## config.mk

```make
export PLATFORM = sky130hd
export DESIGN_NAME = timer_bus_ctrl_flat
export DESIGN_NICKNAME = d
export VERILOG_FILES = /design/src/rtl/timer_bus_ctrl_pkg.sv /design/src/rtl/timer_bus_ctrl_if.sv /design/src/rtl/timer_bus_ctrl_tcsr_flags.sv /design/src/rtl/timer_bus_ctrl.sv /design/src/flat_wrapper.sv
export SDC_FILE = /design/constraint.sdc
export NUM_CORES = 1
export LEC_CHECK = 0
export BUFFER_PORTS_ARGS = -buffer_cell sky130_fd_sc_hd__buf_2
export CAP_MARGIN = 20
export CORE_MARGIN = 4
export CORE_UTILIZATION = 57
export CTS_CLUSTER_DIAMETER = 150
export DETAILED_ROUTE_END_ITERATION = 16
export GPL_TIMING_DRIVEN = 0
export PLACE_DENSITY_LB_ADDON = 0.2
export RECOVER_POWER = 25
export SETUP_SLACK_MARGIN = 0.02
export SLEW_MARGIN = 10
export SYNTH_ARGS = -nofsm -noshare
export SYNTH_HDL_FRONTEND = slang
export SYNTH_SLANG_ARGS = --single-unit
```

## constraint.sdc

```tcl
create_clock -name clk -period 16.86 [get_ports clk]
set_input_delay 2.529 -clock clk [delete_from_list [all_inputs] [get_ports clk]]
set_output_delay 2.529 -clock clk [all_outputs]
set_load 0.05 [all_outputs]
```

## src/rtl/timer_bus_ctrl_pkg.sv

```systemverilog
// rtl/timer_bus_ctrl_pkg.sv - shared constants, reset values and FSM state type for the timer bus controller
package timer_pkg;

    // Register offsets within a channel (bus_addr[2:0])
    localparam logic [2:0] REG_TCNT     = 3'd0;
    localparam logic [2:0] REG_TCORA    = 3'd1;
    localparam logic [2:0] REG_TCORB    = 3'd2;
    localparam logic [2:0] REG_TCR      = 3'd3;
    localparam logic [2:0] REG_TCCR     = 3'd4;
    localparam logic [2:0] REG_TCSR     = 3'd5;
    localparam logic [2:0] REG_CNT16_LO = 3'd6;
    localparam logic [2:0] REG_CNT16_HI = 3'd7;

    // Register reset values
    localparam logic [7:0] TCOR_RST = 8'hFF;
    localparam logic [7:0] CTRL_RST = 8'h00;

    // TCSR bit positions
    localparam int TCSR_CMFB = 7;
    localparam int TCSR_CMFA = 6;
    localparam int TCSR_OVF  = 5;

    typedef enum logic [1:0] {
        IDLE = 2'd0,
        WAIT = 2'd1,
        ACT  = 2'd2,
        HOLD = 2'd3
    } state_t;

endpackage

```

## src/rtl/timer_bus_ctrl_if.sv

```systemverilog
// rtl/timer_bus_ctrl_if.sv - CPU-side req/ack register bus for the timer block
interface timer_bus_if #(
    parameter int BIT_WIDTH = 8
);
    logic                 bus_req;
    logic                 bus_we;
    logic [4:0]           bus_addr;
    logic [BIT_WIDTH-1:0] bus_wdata;
    logic [BIT_WIDTH-1:0] bus_rdata;
    logic                 bus_ack;
    logic                 bus_err;

    modport master (
        output bus_req, bus_we, bus_addr, bus_wdata,
        input  bus_rdata, bus_ack, bus_err
    );

    modport slave (
        input  bus_req, bus_we, bus_addr, bus_wdata,
        output bus_rdata, bus_ack, bus_err
    );
endinterface

```

## src/rtl/timer_bus_ctrl_tcsr_flags.sv

```systemverilog
// rtl/timer_bus_ctrl_tcsr_flags.sv - one channel's CMFB/CMFA/OVF flags with read-arm / write-0 clear
module timer_tcsr_flags (
    input  logic       clk,
    input  logic       rst,
    input  logic [2:0] set_pulse,  // {cmfb, cmfa, ovf}
    input  logic       rd_en,      // TCSR read completing this cycle
    input  logic       wr_en,      // TCSR write completing this cycle
    input  logic [2:0] wr_bits,    // written {cmfb, cmfa, ovf} bits
    output logic [2:0] flags
);
    logic [2:0] arm;
    logic [2:0] clr;

    // A flag clears only when it was armed by a read that saw it set and the write supplies 0
    assign clr = wr_en ? (arm & ~wr_bits) : 3'b000;

    // Flags: set pulses dominate clears; arm bits collect 1s seen on reads, any write disarms
    always_ff @(posedge clk or posedge rst) begin
        if (rst) begin
            flags <= 3'b000;
            arm   <= 3'b000;
        end else begin
            flags <= set_pulse | (flags & ~clr);
            if (wr_en)
                arm <= 3'b000;
            else if (rd_en)
                arm <= arm | flags;
        end
    end
endmodule

```

## src/rtl/timer_bus_ctrl.sv

```systemverilog
// rtl/timer_bus_ctrl.sv - timer register-access controller; optional TIMER_BUS_16BIT_EN adds cascaded 16-bit count reads
module timer_bus_ctrl
    import timer_pkg::*;
#(
    parameter int BIT_WIDTH   = 8,
    parameter int NUM_CH      = 4,
    parameter int WAIT_STATES = 1
) (
    input  logic                        clk,
    input  logic                        rst,
    timer_bus_if.slave                  bus,
    input  logic [NUM_CH*BIT_WIDTH-1:0] tcnt_i,
    output logic [NUM_CH-1:0]           tcnt_wr_o,
    output logic [BIT_WIDTH-1:0]        tcnt_wdata_o,
    output logic [NUM_CH*BIT_WIDTH-1:0] tcora_o,
    output logic [NUM_CH*BIT_WIDTH-1:0] tcorb_o,
    output logic [NUM_CH*BIT_WIDTH-1:0] tcr_o,
    output logic [NUM_CH*BIT_WIDTH-1:0] tccr_o,
    output logic [NUM_CH*BIT_WIDTH-1:0] tcsr_o,
    input  logic [NUM_CH-1:0]           cmfa_set_i,
    input  logic [NUM_CH-1:0]           cmfb_set_i,
    input  logic [NUM_CH-1:0]           ovf_set_i
);
    // WAIT lasts WAIT_STATES cycles: counter starts at WAIT_STATES-1 and leaves at 0
    localparam logic [2:0] WS_LOAD = 3'((WAIT_STATES > 0) ? WAIT_STATES - 1 : 0);

    state_t state_q, state_d;
    logic [2:0] wcnt_q, wcnt_d;

    logic                 we_q;
    logic [4:0]           addr_q;
    logic [BIT_WIDTH-1:0] wdata_q;

    logic [NUM_CH-1:0][BIT_WIDTH-1:0] tcnt_v;
    logic [NUM_CH-1:0][BIT_WIDTH-1:0] tcora_q, tcorb_q, tcr_q, tccr_q, tcsr_v;
    logic [NUM_CH-1:0][3:0]           tcsr_os_q;
    logic [NUM_CH-1:0][2:0]           flags;

    logic [1:0]           ch_sel;
    logic [2:0]           reg_sel;
    logic                 act, rd_act, wr_act;
    logic                 cnt16_ok, reserved;
    logic [BIT_WIDTH-1:0] rdata_mux;

    assign tcnt_v  = tcnt_i;
    assign ch_sel  = addr_q[4:3];
    assign reg_sel = addr_q[2:0];
    assign act     = (state_q == ACT);
    assign rd_act  = act && !we_q;
    assign wr_act  = act && we_q;

`ifdef TIMER_BUS_16BIT_EN
    logic [BIT_WIDTH-1:0] temp_q;
    assign cnt16_ok = (reg_sel >= REG_CNT16_LO) && !ch_sel[0];
`else
    assign cnt16_ok = 1'b0;
`endif
    assign reserved = (reg_sel >= REG_CNT16_LO) && !cnt16_ok;

    // FSM state and wait counter register
    always_ff @(posedge clk or posedge rst) begin
        if (rst) begin
            state_q <= IDLE;
            wcnt_q  <= 3'd0;
        end else begin
            state_q <= state_d;
            wcnt_q  <= wcnt_d;
        end
    end

    // Next state: 4-phase handshake, a held request only executes once
    always_comb begin
        state_d = state_q;
        wcnt_d  = wcnt_q;
        case (state_q)
            IDLE: begin
                if (bus.bus_req) begin
                    wcnt_d  = WS_LOAD;
                    state_d = (WAIT_STATES == 0) ? ACT : WAIT;
                end
            end
            WAIT: begin
                if (wcnt_q == 3'd0)
                    state_d = ACT;
                else
                    wcnt_d = wcnt_q - 3'd1;
            end
            ACT:     state_d = HOLD;
            HOLD:    if (!bus.bus_req) state_d = IDLE;
            default: state_d = IDLE;
        endcase
    end

    // Capture the request fields when an access is accepted
    always_ff @(posedge clk or posedge rst) begin
        if (rst) begin
            we_q    <= 1'b0;
            addr_q  <= 5'd0;
            wdata_q <= '0;
        end else if (state_q == IDLE && bus.bus_req) begin
            we_q    <= bus.bus_we;
            addr_q  <= bus.bus_addr;
            wdata_q <= bus.bus_wdata;
        end
    end

    // Register storage, written at the end of the ACT cycle
    always_ff @(posedge clk or posedge rst) begin
        if (rst) begin
            for (int c = 0; c < NUM_CH; c++) begin
                tcora_q[c]   <= BIT_WIDTH'(TCOR_RST);
                tcorb_q[c]   <= BIT_WIDTH'(TCOR_RST);
                tcr_q[c]     <= BIT_WIDTH'(CTRL_RST);
                tccr_q[c]    <= BIT_WIDTH'(CTRL_RST);
                tcsr_os_q[c] <= 4'd0;
            end
        end else if (wr_act) begin
            case (reg_sel)
                REG_TCORA: tcora_q[ch_sel]   <= wdata_q;
                REG_TCORB: tcorb_q[ch_sel]   <= wdata_q;
                REG_TCR:   tcr_q[ch_sel]     <= wdata_q;
                REG_TCCR:  tccr_q[ch_sel]    <= wdata_q;
                REG_TCSR:  tcsr_os_q[ch_sel] <= wdata_q[3:0];
                default: ;
            endcase
        end
    end

    genvar g;
    generate
        for (g = 0; g < NUM_CH; g++) begin : g_flags
            timer_tcsr_flags u_flags (
                .clk       (clk),
                .rst       (rst),
                .set_pulse ({cmfb_set_i[g], cmfa_set_i[g], ovf_set_i[g]}),
                .rd_en     (rd_act && reg_sel == REG_TCSR && ch_sel == 2'(g)),
                .wr_en     (wr_act && reg_sel == REG_TCSR && ch_sel == 2'(g)),
                .wr_bits   ({wdata_q[TCSR_CMFB], wdata_q[TCSR_CMFA], wdata_q[TCSR_OVF]}),
                .flags     (flags[g])
            );
        end
    endgenerate

    // Assemble TCSR views: flags on top, bit4 reads 0, output-select in the low nibble
    always_comb begin
        for (int c = 0; c < NUM_CH; c++) begin
            tcsr_v[c]            = '0;
            tcsr_v[c][TCSR_CMFB] = flags[c][2];
            tcsr_v[c][TCSR_CMFA] = flags[c][1];
            tcsr_v[c][TCSR_OVF]  = flags[c][0];
            tcsr_v[c][3:0]       = tcsr_os_q[c];
        end
    end

`ifdef TIMER_BUS_16BIT_EN
    // Upper byte of the cascaded count is frozen when the lower byte is read
    always_ff @(posedge clk or posedge rst) begin
        if (rst)
            temp_q <= '0;
        else if (rd_act && cnt16_ok && reg_sel == REG_CNT16_LO)
            temp_q <= tcnt_v[{ch_sel[1], 1'b1}];
    end
`endif

    // Read data select; reserved offsets fall through to 0
    always_comb begin
        rdata_mux = '0;
        case (reg_sel)
            REG_TCNT:  rdata_mux = tcnt_v[ch_sel];
            REG_TCORA: rdata_mux = tcora_q[ch_sel];
            REG_TCORB: rdata_mux = tcorb_q[ch_sel];
            REG_TCR:   rdata_mux = tcr_q[ch_sel];
            REG_TCCR:  rdata_mux = tccr_q[ch_sel];
            REG_TCSR:  rdata_mux = tcsr_v[ch_sel];
`ifdef TIMER_BUS_16BIT_EN
            REG_CNT16_LO: if (cnt16_ok) rdata_mux = tcnt_v[ch_sel];
            REG_CNT16_HI: if (cnt16_ok) rdata_mux = temp_q;
`endif
            default: rdata_mux = '0;
        endcase
    end

    // TCNT load strobe for the addressed channel, only during a TCNT write's ACT cycle
    always_comb begin
        tcnt_wr_o = '0;
        if (wr_act && reg_sel == REG_TCNT)
            tcnt_wr_o[ch_sel] = 1'b1;
    end

    assign bus.bus_ack   = act;
    assign bus.bus_err   = act && reserved;
    assign bus.bus_rdata = rd_act ? rdata_mux : '0;
    assign tcnt_wdata_o  = wdata_q;

    assign tcora_o = tcora_q;
    assign tcorb_o = tcorb_q;
    assign tcr_o   = tcr_q;
    assign tccr_o  = tccr_q;
    assign tcsr_o  = tcsr_v;

endmodule

```

## src/flat_wrapper.sv

```systemverilog
// flat-port wrapper written by rule: the top's interface ports become plain ports
module timer_bus_ctrl_flat import timer_pkg::*;
#(
    parameter int BIT_WIDTH   = 8,
    parameter int NUM_CH      = 4,
    parameter int WAIT_STATES = 1
)
  (clk, rst, tcnt_i, tcnt_wr_o, tcnt_wdata_o, tcora_o, tcorb_o, tcr_o, tccr_o, tcsr_o, cmfa_set_i, cmfb_set_i, ovf_set_i, bus_bus_req, bus_bus_we, bus_bus_addr, bus_bus_wdata, bus_bus_rdata, bus_bus_ack, bus_bus_err);
  timer_bus_if #(.BIT_WIDTH(BIT_WIDTH)) bus_i ();
  input  logic clk;
  input  logic rst;
  input  logic [NUM_CH*BIT_WIDTH-1:0] tcnt_i;
  output logic [NUM_CH-1:0] tcnt_wr_o;
  output logic [BIT_WIDTH-1:0] tcnt_wdata_o;
  output logic [NUM_CH*BIT_WIDTH-1:0] tcora_o;
  output logic [NUM_CH*BIT_WIDTH-1:0] tcorb_o;
  output logic [NUM_CH*BIT_WIDTH-1:0] tcr_o;
  output logic [NUM_CH*BIT_WIDTH-1:0] tccr_o;
  output logic [NUM_CH*BIT_WIDTH-1:0] tcsr_o;
  input  logic [NUM_CH-1:0] cmfa_set_i;
  input  logic [NUM_CH-1:0] cmfb_set_i;
  input  logic [NUM_CH-1:0] ovf_set_i;
  input wire logic [$bits(bus_i.bus_req)-1:0] bus_bus_req;
  input wire logic [$bits(bus_i.bus_we)-1:0] bus_bus_we;
  input wire logic [$bits(bus_i.bus_addr)-1:0] bus_bus_addr;
  input wire logic [$bits(bus_i.bus_wdata)-1:0] bus_bus_wdata;
  output wire logic [$bits(bus_i.bus_rdata)-1:0] bus_bus_rdata;
  output wire logic [$bits(bus_i.bus_ack)-1:0] bus_bus_ack;
  output wire logic [$bits(bus_i.bus_err)-1:0] bus_bus_err;
  assign bus_i.bus_req = bus_bus_req;
  assign bus_i.bus_we = bus_bus_we;
  assign bus_i.bus_addr = bus_bus_addr;
  assign bus_i.bus_wdata = bus_bus_wdata;
  assign bus_bus_rdata = bus_i.bus_rdata;
  assign bus_bus_ack = bus_i.bus_ack;
  assign bus_bus_err = bus_i.bus_err;
  timer_bus_ctrl #(.BIT_WIDTH(BIT_WIDTH), .NUM_CH(NUM_CH), .WAIT_STATES(WAIT_STATES)) u_core (.clk(clk), .rst(rst), .bus(bus_i), .tcnt_i(tcnt_i), .tcnt_wr_o(tcnt_wr_o), .tcnt_wdata_o(tcnt_wdata_o), .tcora_o(tcora_o), .tcorb_o(tcorb_o), .tcr_o(tcr_o), .tccr_o(tccr_o), .tcsr_o(tcsr_o), .cmfa_set_i(cmfa_set_i), .cmfb_set_i(cmfb_set_i), .ovf_set_i(ovf_set_i));
endmodule
```

-- After elaboration in Yosys (flattened, before gate mapping)
Index checks and enable logic that the tools add are counted.
- add/sub/neg operators: 1
- multiply operators: 0
- div/mod/pow operators: 0
- order comparisons: 3
- equal/unequal tests: 15
- shift operators: 0
- mux-type cells: 45
- bitwise logic cells: 21
- reductions and logical operators: 33
- operator list (cell ; count):
    32-bit bitwise mux ; 4
    8-bit binary-select mux with 2-bit select ; 6
    8-bit two-way mux ; 8
    8-bit case mux with 6 select lines ; 1
    3-bit two-way mux ; 14
    3-bit AND ; 8
    3-bit bitwise OR ; 8
    16-bit bitwise mux ; 1
    8-bit demux with 2-bit select ; 1
    1-bit logical AND ; 16
    3-bit inverter ; 5
    2-bit AND reduction ; 5
    2-bit nonzero test ; 5
    4-bit demux with 2-bit select ; 1
    2-bit equality test, second input constant ; 4
    4-bit two-way mux ; 2
    2-bit case mux with 4 select lines ; 1
    3-bit by 2-bit equality test with 1-bit output, second input constant ; 2
    3-bit equality test, second input constant ; 2
    3-bit logical NOT ; 2
    2-bit two-way mux ; 3
    2-bit != test, second input constant ; 3
    3-bit case mux with 2 select lines ; 1
    3-bit AND reduction ; 2
    other kinds (11) ; 13
- register bits: 187
- latch bits: 0
- bits in writable memories: 0
- memory bits (read-only): 0
- bits of input ports: 61
- output and inout bits: 182
- logic and storage cells: 151
- memories kept: 0

-- Logic depth before layout (Yosys ltp)
- word-level depth: 8
- depth in mapped cells: 7
- gate-level depth less buffers: 6

-- By module
A second synthesis with hierarchy kept.
- cell total of the unflattened synthesis: 701
- area, all modules: 9225.1 µm²
- modules (own cells, without submodules) (module ; instances ; cells each ; area each (µm²) ; sequential area each (µm²)):
    timer_bus_ctrl ; 1 ; 615 ; 8336.7 ; 4159.0
    timer_tcsr_flags (u_core.g_flags[1].u_flags ...) ; 3 ; 22 ; 221.5 ; 150.1
    timer_tcsr_flags (u_core.g_flags[0].u_flags) ; 1 ; 20 ; 224.0 ; 150.1

-- Worst setup path after synthesis
OpenSTA, ideal clock, no wires.
- path type: input to output
- start: input port tcnt_i[21]
- end: output port bus_bus_rdata[5]
- arrival time: 3.681 ns
- required time: 14.331 ns
- path slack: 10.650 ns
- stages on the path: 4
- buffers on the path: 0
- cell sequence: mux4_2 mux2_2 nand2_1 o211ai_1
- longest elaborated chain between the ends: 4
- ends and longest elaborated chain (item ; RTL line ; text):
    start: declaration ; flat_wrapper.sv:12 ; input logic [NUM_CH*BIT_WIDTH-1:0] tcnt_i;
    8-bit binary-select mux with 2-bit select ; timer_bus_ctrl.sv:169 ; REG_TCNT: rdata_mux = tcnt_v[ch_sel];
    8-bit two-way mux (not written as such) ; timer_bus_ctrl.sv:169 ;
    8-bit case mux with 6 select lines ; timer_bus_ctrl.sv:168 ; case (reg_sel)
    8-bit two-way mux ; timer_bus_ctrl.sv:192 ; assign bus.bus_rdata = rd_act ? rdata_mux : '0;
    end: declaration ; flat_wrapper.sv:27 ; output wire logic [$bits(bus_i.bus_rdata)-1:0] bus_bus_rdata;
No other way between the ends. The select of a mux whose other input is x is not followed.

-- Worst setup path in the final report
- start: input port tcnt_i[30]
- end: output port bus_bus_rdata[6]
The elaborated chain is that of the path after synthesis.

==> results.sh <==
export IMPL_status="finished with violations"
export IMPL_violations="max-capacitance violations, max-slew violations"
export IMPL_dpl_hpwl_um=20890
export IMPL_drv_cap=5
export IMPL_fp_dieH_um=134.8
export IMPL_power_leakage_nw=5.365
export IMPL_die_area_sq_um=18180
export IMPL_clk_latency_ns=0.44
export IMPL_cp_arrival_ns=3.99
export IMPL_core_sq_um=15830
export IMPL_critPathKind="in -> out"
export IMPL_synth_ff_type="dfrtp_1"
export IMPL_maxSlewViolCount=118
export IMPL_port_buffers=238
export IMPL_io_pins=243
export IMPL_gp_congestion=0.9010
export IMPL_critPathMostFrequentCell="buf_2"
export IMPL_wl_per_cell_um=25.44
export IMPL_synth_top_area_cell="dfrtp_1"
export IMPL_pwr_density_cell_nw_per_um2=201.2
export IMPL_utilization_pct=70.16
export IMPL_worst_pin_slew_ns=3.238
export IMPL_antenna_found_initial=0
export IMPL_rsz0062_at_grt="no"
export IMPL_htree_num_levels=4
export IMPL_max_freq_ghz=0.1534
export IMPL_track_usage_pct=32.11
export IMPL_clk_pin_slew_worst_paths_ns=0.06
export IMPL_grt_max_degree=115
export IMPL_ys_async_sr_fraction_pct=100.0
export IMPL_drtIter0Drc=588
export IMPL_cts_setup_buffers=0
export IMPL_drtAntennaViolNets=0
export IMPL_crit_path_max_fanout=1
export IMPL_slowest_stage="mux4_2"
export IMPL_hold_viol=0
export IMPL_synthCells=635
export IMPL_postCtsResizedCells=0
export IMPL_setup_tns_ns=0
export IMPL_die_x_um=134.8
export IMPL_core_rowCount=46
export IMPL_worstSetupStartpointType="primary input"
export IMPL_cp_end_kind="output pin"
export IMPL_num_antenna_cells=0
export IMPL_synthTopCellsByArea="dfrtp_1 34%, mux2_2 20%, dfstp_2 18%"
export IMPL_grt_pass1_vias=7397
export IMPL_netlist_area_leader_share_pct=33.57
export IMPL_ys_seq_area_share_pct=51.92
export IMPL_syn_to_final_growth_pct=21.13
export IMPL_synth_edff_count=0
export IMPL_finalCritPeriodShare_pct=38.65
export IMPL_cts_root_buf="clkbuf_16"
export IMPL_crit_chain="buf_2, mux4_2, nor3b_1, o21ai_0, nand3_1, buf_2"
export IMPL_fin_nets=964
export IMPL_avgViaCountPerCell=6.151
export IMPL_overflow=0
export IMPL_cts_buffers=17
export IMPL_first_pass_iters=5
export IMPL_yosys_warnings=0
export IMPL_cts_hold_fix_buffers=0
export IMPL_num_vias=6920
export IMPL_avgSynthCellArea_sq_um=14.44
export IMPL_max_slew_margin_pct=-117.1
export IMPL_hp_class="reg -> reg"
export IMPL_max_stage_delay_ns=0.47
export IMPL_ys_types=51
export IMPL_grt_pass1_wl_um=43400
export IMPL_nFillCells=1132
export IMPL_irDropWorstVdd_uv=131.6
export IMPL_synth_cell_area_sq_um=9168
export IMPL_drc=0
export IMPL_initial_core_util_pct=57.92
export IMPL_period_needed_ns=6.517
export IMPL_worstPathRequired_ns=14.33
export IMPL_cts_tree="done"
export IMPL_clockBufferDepth=2
export IMPL_setup_viol=0
export IMPL_ys_ff_latch=187
export IMPL_drive_gt1_share_pct=60.84
export IMPL_wl_um=28620
export IMPL_fin_skew_ns=0.009982
export IMPL_cts_sinks=187
## per-layer routing
layer	up-vias	global-route usage [%]	part of all wire, %
li1	2883	-	-
met1	3571	40.64	38
met2	385	52.03	49
met3	81	10.28	9.9
met4	0	12.39	3.4
met5	-	0	0
## cell usage after synthesis (7+ instances only)
| cell | number |
|---|---|
| ha_1 | 7 |
| clkbuf_1 | 23 |
| nand2b_1 | 7 |
| dfrtp_1 | 123 |
| nor2_1 | 23 |
| nand3b_1 | 15 |
| dfstp_2 | 64 |
| a21o_1 | 12 |
| nor2_2 | 10 |
| buf_2 | 11 |
| mux4_2 | 40 |
| a31oi_1 | 12 |
| nand2_1 | 12 |
| nand3_1 | 9 |
| mux2i_1 | 22 |
| o211ai_1 | 7 |
| mux2_2 | 162 |
## critical path: cells and delay by family
kind                   cells  cell delay [ns]
AO/OA/AOI/OAI              1             0.37
buffers and inverters      2             0.33
multiplexers               1             0.47
AND/OR/NAND/NOR            2             0.28
## cells by family (layout without fill, tap and decap cells)
kind of cell,after synthesis,in the layout,synth area share (%)
compound gates,50,50,3.904
mux,224,224,32.13
flops,187,187,51.92
fa+ha+maj,7,7,0.9553
simple gates,117,117,8.407
buf+inv,49,320,2.648
other cells,1,4,0.04091
## layout make-up
class | instances | area, sq um | area share, %
clock buffer | 25 | 475.5 | 4.282
sequential | 187 | 4760 | 42.86
inverter | 5 | 20.02 | 0.1803
tap | 216 | 270.3 | 2.434
buffer | 44 | 216.5 | 1.949
multi-input combinational | 402 | 4051 | 36.48
clock inverter | 7 | 92.59 | 0.8338
timing repair buffer | 239 | 1219 | 10.97
## sequential cells by signal (all words and copies together), names as in the netlist
signal	count
u_core.addr_q	5
u_core.g_flags.u_flags.arm	12
u_core.g_flags.u_flags.flags	12
u_core.state_q	2
u_core.tccr_o	32
u_core.tcnt_wdata_o	8
u_core.tcora_o	32
u_core.tcorb_o	32
u_core.tcr_o	32
u_core.tcsr_o	16
u_core.wcnt_q	3
u_core.we_q	1
## layout by cell type, fill, tap and decap left out, types with 3 or more instances in the layout
cell	n
o21ai_0	4
nor3_1	8
dfstp_2	64
nor2_1	34
ha_1	7
nand2_1	12
conb_1	4
mux2i_1	22
buf_2	249
a21o_1	12
clkbuf_16	17
clkbuf_1	30
nor3b_1	3
a22oi_1	5
nand2b_1	8
mux4_2	40
nand3b_1	16
mux2_1	3
nor2b_1	6
a31oi_1	12
o2111ai_1	3
nand4_1	4
nand3_1	10
o211ai_1	7
inv_1	4
dfrtp_1	123
mux2_2	159
buf_4	6
## per-stage QoR
step                      cell area [sq um]  hold slack [ns]  setup slack (ns)  std cells  power [mW]
after CTS                             11240           0.4888             10.36       1125       2.247
after detailed placement              10680           0.4763             10.37       1093       1.852
after global routing                  11100           0.5229             10.28       1125       2.320
after floorplan                        9179           0.4505             9.351        638       1.541
final                                 11100           0.4901             10.34       1125       2.234
after global placement                10640           0.4738             7.668       1092       1.821
## where the power goes
| part | internal, mW | switching, mW |
|---|---|---|
| Combinational | 0.340 | 0.786 |
| Sequential | 0.604 | 0.108 |
| Clock | 0.226 | 0.169 |
| Total | 1.17 | 1.06 |
## worst paths after layout
path                            slack [ns]               from  depth (start not counted)                                 end
worst max register to register       13.16  u_core.state_q[0]                          6  u_core.g_flags[0].u_flags.flags[2]
worst max-delay path                 10.34         tcnt_i[30]                          6                    bus_bus_rdata[6]
worst min-delay path                  0.49   u_core.wcnt_q[0]                          1                    u_core.wcnt_q[0]
worst min register to register        0.49   u_core.wcnt_q[0]                          1                    u_core.wcnt_q[0]
max in group asynchronous            12.37                rst                          2                    u_core.tcr_o[13]
min in group asynchronous             3.03                rst                          2                    u_core.tccr_o[8]
Power figures use the tool's default switching activity.
